--- src/rtl/processor_multicycle.sv ---
// Multi-cycle single-issue core: sixteen general-purpose registers, an ALU with
// NZCV flags, conditional execution, and one unified word-addressed memory port
// that uses a req/ready handshake so memories with wait states are supported.
module processor_multicycle #(
    parameter int                DATA_W   = 32,
    parameter int                ADDR_W   = 16,
    parameter logic [ADDR_W-1:0] RESET_PC = '0,
    localparam int               MEM_W    = (DATA_W > 32) ? DATA_W : 32
) (
    input  logic              clk,
    input  logic              reset,
    output logic              mem_req,
    output logic              mem_we,
    output logic [ADDR_W-1:0] mem_addr,
    output logic [DATA_W-1:0] mem_wdata,
    input  logic [MEM_W-1:0]  mem_rdata,
    input  logic              mem_ready,
    output logic [3:0]        flags,
    output logic [ADDR_W-1:0] pc,
    output logic              halted
);

    typedef enum logic [2:0] {S_FETCH, S_DECODE, S_EXEC, S_MEM, S_WB, S_HALT} state_t;

    localparam logic [3:0] OP_ADD = 4'd0, OP_SUB = 4'd1, OP_AND = 4'd2, OP_ORR = 4'd3;
    localparam logic [3:0] OP_EOR = 4'd4, OP_MOV = 4'd5, OP_CMP = 4'd6, OP_LSL = 4'd7;
    localparam logic [3:0] OP_LSR = 4'd8, OP_LDR = 4'd9, OP_STR = 4'd10, OP_B = 4'd11;
    localparam logic [3:0] OP_HALT = 4'd12, OP_NOP = 4'd13;
    localparam logic [ADDR_W-1:0] PC_ONE = {{(ADDR_W-1){1'b0}}, 1'b1};

    state_t state, state_nxt;
    logic [31:0]       ir;
    logic [DATA_W-1:0] regs [16];
    logic [DATA_W-1:0] result_q;

    logic [3:0]        f_cond, f_op, f_rd, f_rn, f_rm;
    logic              f_s, f_i;
    logic [DATA_W-1:0] op2_imm, rn_val, op2;
    logic [DATA_W:0]   add_full, sub_full, shl_full, shr_full;
    logic [DATA_W-1:0] alu_res;
    logic              c_new, v_new, cond_pass, flag_update, start_fetch;
    logic [3:0]        alu_flags;
    logic [ADDR_W-1:0] eff_addr, branch_target, fetch_addr;

    assign f_cond  = ir[31:28];
    assign f_op    = ir[27:24];
    assign f_s     = ir[23];
    assign f_i     = ir[22];
    assign f_rd    = ir[21:18];
    assign f_rn    = ir[17:14];
    assign f_rm    = ir[3:0];
    assign op2_imm = {{(DATA_W-14){1'b0}}, ir[13:0]};
    assign rn_val  = regs[f_rn];
    assign op2     = f_i ? op2_imm : regs[f_rm];

    // The extra top bit of the add/sub vectors is carry / borrow; the extra bit
    // of the shift vectors catches the last bit shifted out, and naturally
    // becomes 0 once the amount exceeds the data width.
    assign add_full = {1'b0, rn_val} + {1'b0, op2};
    assign sub_full = {1'b0, rn_val} - {1'b0, op2};
    assign shl_full = {1'b0, rn_val} << op2;
    assign shr_full = {rn_val, 1'b0} >> op2;

    assign eff_addr      = add_full[ADDR_W-1:0];
    assign branch_target = op2_imm[ADDR_W-1:0];
    assign halted        = (state == S_HALT);
    assign flag_update   = (f_op <= OP_LSR) && (f_s || f_op == OP_CMP);

    // ALU result and the flag values it would produce.
    always_comb begin
        alu_res = '0;
        c_new   = flags[1];
        v_new   = flags[0];
        case (f_op)
            OP_ADD: begin
                alu_res = add_full[DATA_W-1:0];
                c_new   = add_full[DATA_W];
                v_new   = (rn_val[DATA_W-1] == op2[DATA_W-1]) &&
                          (alu_res[DATA_W-1] != rn_val[DATA_W-1]);
            end
            OP_SUB, OP_CMP: begin
                alu_res = sub_full[DATA_W-1:0];
                c_new   = ~sub_full[DATA_W];
                v_new   = (rn_val[DATA_W-1] != op2[DATA_W-1]) &&
                          (alu_res[DATA_W-1] != rn_val[DATA_W-1]);
            end
            OP_AND: alu_res = rn_val & op2;
            OP_ORR: alu_res = rn_val | op2;
            OP_EOR: alu_res = rn_val ^ op2;
            OP_MOV: alu_res = op2;
            OP_LSL: begin
                alu_res = shl_full[DATA_W-1:0];
                if (op2 != '0) c_new = shl_full[DATA_W];
            end
            OP_LSR: begin
                alu_res = shr_full[DATA_W:1];
                if (op2 != '0) c_new = shr_full[0];
            end
            default: alu_res = '0;
        endcase
        alu_flags = {alu_res[DATA_W-1], (alu_res == '0), c_new, v_new};
    end

    // Condition code check against the current flags.
    always_comb begin
        cond_pass = 1'b0;
        case (f_cond)
            4'd0: cond_pass = 1'b1;
            4'd1: cond_pass = flags[2];
            4'd2: cond_pass = ~flags[2];
            4'd3: cond_pass = flags[1];
            4'd4: cond_pass = ~flags[1];
            4'd5: cond_pass = flags[3];
            4'd6: cond_pass = ~flags[3];
            4'd7: cond_pass = flags[0];
            4'd8: cond_pass = ~flags[0];
            default: cond_pass = 1'b0;
        endcase
    end

    // Sequencing: next state, plus whether a new instruction fetch must be issued.
    always_comb begin
        state_nxt = state;
        case (state)
            S_FETCH:  if (mem_req && mem_ready) state_nxt = S_DECODE;
            S_DECODE: begin
                if (!cond_pass || f_op >= OP_NOP) state_nxt = S_FETCH;
                else if (f_op == OP_HALT)         state_nxt = S_HALT;
                else                              state_nxt = S_EXEC;
            end
            S_EXEC: begin
                if (f_op == OP_CMP || f_op == OP_B)        state_nxt = S_FETCH;
                else if (f_op == OP_LDR || f_op == OP_STR) state_nxt = S_MEM;
                else                                       state_nxt = S_WB;
            end
            S_MEM:    if (mem_ready) state_nxt = (f_op == OP_LDR) ? S_WB : S_FETCH;
            S_WB:     state_nxt = S_FETCH;
            S_HALT:   state_nxt = S_HALT;
            default:  state_nxt = S_FETCH;
        endcase
        start_fetch = (state_nxt == S_FETCH) && !(state == S_FETCH && mem_req);
        fetch_addr  = (state == S_EXEC && f_op == OP_B) ? branch_target : pc;
    end

    // State register.
    always_ff @(posedge clk or negedge reset) begin
        if (!reset) state <= S_FETCH;
        else        state <= state_nxt;
    end

    // Datapath and registered memory port; a new request is launched on the
    // edge that enters FETCH or MEM so a zero-wait access completes in one cycle.
    always_ff @(posedge clk or negedge reset) begin
        if (!reset) begin
            pc        <= RESET_PC;
            ir        <= '0;
            flags     <= '0;
            result_q  <= '0;
            mem_req   <= 1'b0;
            mem_we    <= 1'b0;
            mem_addr  <= '0;
            mem_wdata <= '0;
            for (int i = 0; i < 16; i++) regs[i] <= '0;
        end else begin
            case (state)
                S_FETCH: begin
                    if (mem_req && mem_ready) begin
                        ir      <= mem_rdata[31:0];
                        pc      <= pc + PC_ONE;
                        mem_req <= 1'b0;
                    end
                end
                S_EXEC: begin
                    if (flag_update) flags <= alu_flags;
                    result_q <= alu_res;
                    if (f_op == OP_B) pc <= branch_target;
                    if (f_op == OP_LDR || f_op == OP_STR) begin
                        mem_req   <= 1'b1;
                        mem_we    <= (f_op == OP_STR);
                        mem_addr  <= eff_addr;
                        mem_wdata <= regs[f_rd];
                    end
                end
                S_MEM: begin
                    if (mem_ready) begin
                        mem_req  <= 1'b0;
                        mem_we   <= 1'b0;
                        result_q <= mem_rdata[DATA_W-1:0];
                    end
                end
                S_WB:    regs[f_rd] <= result_q;
                default: ;
            endcase
            if (start_fetch) begin
                mem_req  <= 1'b1;
                mem_we   <= 1'b0;
                mem_addr <= fetch_addr;
            end
        end
    end

endmodule

--- config.mk ---
export PLATFORM = sky130hd
export DESIGN_NAME = processor_multicycle
export DESIGN_NICKNAME = d
export VERILOG_FILES = /design/src/rtl/processor_multicycle.sv
export SDC_FILE = /design/constraint.sdc
export NUM_CORES = 2
export LEC_CHECK = 0
export BUFFER_PORTS_ARGS = -buffer_cell sky130_fd_sc_hd__buf_2
export CORE_UTILIZATION = 35
export DETAILED_ROUTE_END_ITERATION = 10
export GPL_TIMING_DRIVEN = 0
export PLACE_DENSITY = 0.48
export SKIP_CTS_REPAIR_TIMING = 1
export SLEW_MARGIN = 20
export SYNTH_ARGS = -nofsm -noshare
export SYNTH_HDL_FRONTEND = slang
export SYNTH_SLANG_ARGS = --single-unit
--- constraint.sdc ---
create_clock -name clk -period 14.31 [get_ports clk]
set_input_delay 2.1465 -clock clk [delete_from_list [all_inputs] [get_ports clk]]
set_output_delay 2.1465 -clock clk [all_outputs]
set_load 0.02 [all_outputs]
==> results.yml <==
outcome:
  outcome: "completed"
global_route:
  grtUsageTotal: 0.341
  grt_remaining_overflow: 0
  grt_pass1_wl_um: 313000
  grt_max_degree: 93
  antenna_found_initial: 8
  grt_pass1_vias: 37900
timing:
  hold_violations: 0
  min_period_ns: 11.02
  slew_headroom: 0.104
  rsz0062_at_grt: "no"
  slew_violations: 0
  clock.fmax_ghz: 0.0907
  worst_pin_slew_ns: 1.33
  finClkSkew_ns: 0.0468
  post-route-period-util: 0.770
  setup_violations: 0
  whs_ns: 0.467
synthesis:
  synth_nets: 4125
  synth_seq_cells: 649
  ys.flop_type: "dfrtp_1"
  synth_top_area_cell: "dfrtp_1"
  ys_seq_area_frac: 0.354
  synth_edf_count: 0
  async_reset_ff_frac: 1.00
  syn_avg_cell_area_um2: 11.5
  synth.distinct_cells: 101
  yosysWarnings: 0
  synth.area.top_cells: "dfrtp_1 (35%), mux4_2 (20%), mux2_2 (12%)"
  yosysTopAreaCellShare: 0.354
  syn_area_mm2: 0.0459
  synthCells: 3991
routing:
  drt-total-wl_um: 228000
  drc: 0
  dr.first_iter.drc_count: 5162
  vias: 39300
  ant_nets: 0
  post_drt_wl_per_cell_um: 38.0
  drtPass1Iterations: 9
  vias_per_cell: 6.55
worst_setup_path:
  cp-end-kind: "flip-flop"
  critPathMaxFanout: 10
  start_kind: "flip-flop"
  cp.arrival_ns: 11.62
  slowest_delay_ns: 0.78
  cp_common_cell: "buf_2"
  crit_required_ns: 14.91
  critPathKind: "flip-flop to flip-flop"
  crit_slowest_cell: "nor4b_1"
placed_design:
  dpl_cell_area_mm2: 0.0490
  place_congestion: 1.02
  portBuffers: 105
  hpwl_um: 169000
  dp_cells: 5852
cells_and_area:
  drive_gt1_frac: 0.316
  fin_cells: 6000
  fin_nets: 4325
  synthToLayoutAreaGrowth_pct: 12.6
  fin_area_mm2: 0.0516
floorplan:
  die_h_um: 364
  die-area_mm2: 0.133
  die_w_um: 364
  ios: 106
  rows: 132
  coreArea_mm2: 0.130
  initial_core_util: 0.353
worst_hold_path:
  min_path_type: "flip-flop to flip-flop"
cts:
  path_clk_slew_ns: 0.06
  cts_htree_levels: 3
  clock-sinks: 649
  cts_buffers: 77
  cts_root_buffer: "clkbuf_16"
  clockBufferDepth: 3
  clock_latency_ns: 0.70
  cts_tree: "yes"
flow_run:
  drv_cap: 0
==> per-layer routing <==
| layer | track usage | routed length (um) |
|---|---|---|
| met5 | 0 | 47 |
| met4 | 0.197 | 14800 |
| met3 | 0.0662 | 18300 |
| met2 | 0.547 | 106000 |
| met1 | 0.428 | 88400 |
==> final cells by class <==
type	instances	area, um^2
diodes	7	17.5
flip-flops and latches	649	16200
clock inverters	20	246
fillers	12700	78200
repair buffers	121	840
inverters	100	375
multi-input cells	2897	27600
clock buffers	119	2340
well taps	1742	2180
plain buffers	345	1790
==> flip-flops by register name, summed over array words and instances (netlist names) <==
register,flops
flags,4
ir,32
mem_addr,16
mem_req,1
mem_wdata,32
mem_we,1
pc,16
regs,512
result_q,32
state,3
==> cell usage after synthesis, types with 17 or more instances <==
cell	instances
buf_1	35
buf_6	26
ha_1	97
inv_1	96
a21o_1	19
nand2_1	406
nor3_1	45
o21bai_1	17
a211oi_1	24
o21ai_0	174
nand2b_1	21
o22ai_1	52
a21oi_1	165
mux4_2	400
a221o_1	18
and2_1	18
mux2_2	509
o211ai_1	34
mux4_1	30
nand3_1	120
dfrtp_1	649
and3_1	21
xnor2_1	17
o221ai_1	30
clkbuf_1	220
nand4_1	18
mux2i_1	100
buf_2	41
a22oi_1	45
nor2_1	206
a31oi_1	29
a221oi_1	27
==> cell families (layout without fill, tap and decap cells) <==
group                    Yosys count  after routing  synth area share
AND/OR/NAND/NOR                  954            954            0.0940
multiplexers                    1039           1039             0.360
adder cells (fa/ha/maj)           99             99            0.0273
other                              0              7                 0
flip-flops                       649            649             0.354
buffers and inverters            445            705            0.0458
AO/OA/AOI/OAI                    780            780             0.114
XOR/XNOR                          25             25           0.00477
==> critical path: cells and delay by family, from the launching register on <==
| family | cells | cell delay, ns |
|---|---|---|
| AO/OA/AOI/OAI | 7 | 1.60 |
| buffers and inverters | 10 | 4.27 |
| XOR/XNOR | 1 | 0.36 |
| adder cells (fa/ha/maj) | 1 | 0.41 |
| AND/OR/NAND/NOR | 9 | 3.81 |
| flip-flops | 1 | 0.43 |
==> placed cells by master (no fill, tap or decap), types with 21 or more instances in the layout <==
cell | netlist | routed
a211oi_1 | 24 | 24
a21oi_1 | 165 | 165
a221oi_1 | 27 | 26
a22oi_1 | 45 | 45
a31oi_1 | 29 | 28
and3_1 | 21 | 21
buf_1 | 35 | 21
buf_2 | 41 | 159
buf_6 | 26 | 29
clkbuf_1 | 220 | 204
clkbuf_16 | 0 | 80
clkbuf_2 | 1 | 37
dfrtp_1 | 649 | 649
ha_1 | 97 | 97
inv_1 | 96 | 96
mux2_2 | 509 | 509
mux2i_1 | 100 | 100
mux4_1 | 30 | 30
mux4_2 | 400 | 400
nand2_1 | 406 | 406
nand2b_1 | 21 | 21
nand3_1 | 120 | 120
nor2_1 | 206 | 204
nor3_1 | 45 | 43
o211ai_1 | 34 | 34
o21ai_0 | 174 | 171
o221ai_1 | 30 | 30
o22ai_1 | 52 | 52
==> path summary, 6_finish.rpt <==
check,depth (start not counted),end,slack [ns],startpoint
worst max register to register,28,flags[2],3.29,ir[2]
worst min-delay path,2,mem_wdata[1],0.47,mem_wdata[1]
max in group asynchronous,5,mem_wdata[9],10.98,reset
worst max-delay path,28,flags[2],3.29,ir[2]
min in group asynchronous,1,mem_wdata[29],1.37,reset
worst min register to register,2,mem_wdata[1],0.47,mem_wdata[1]
==> per-stage QoR <==
step / TNS, ns / worst slack, ns / utilization
after floorplan: 0 / 7.88 / -
after global placement: -2242.42 / -3.62 / 0.374
after detailed placement: 0 / 3.70 / 0.377
after CTS: 0 / 3.72 / 0.397
after global routing: 0 / 3.50 / 0.398
final: 0 / 3.29 / 0.398
Power is not shown: default switching activity piles up to over one toggle a cycle in this logic, so the estimate is an artifact.
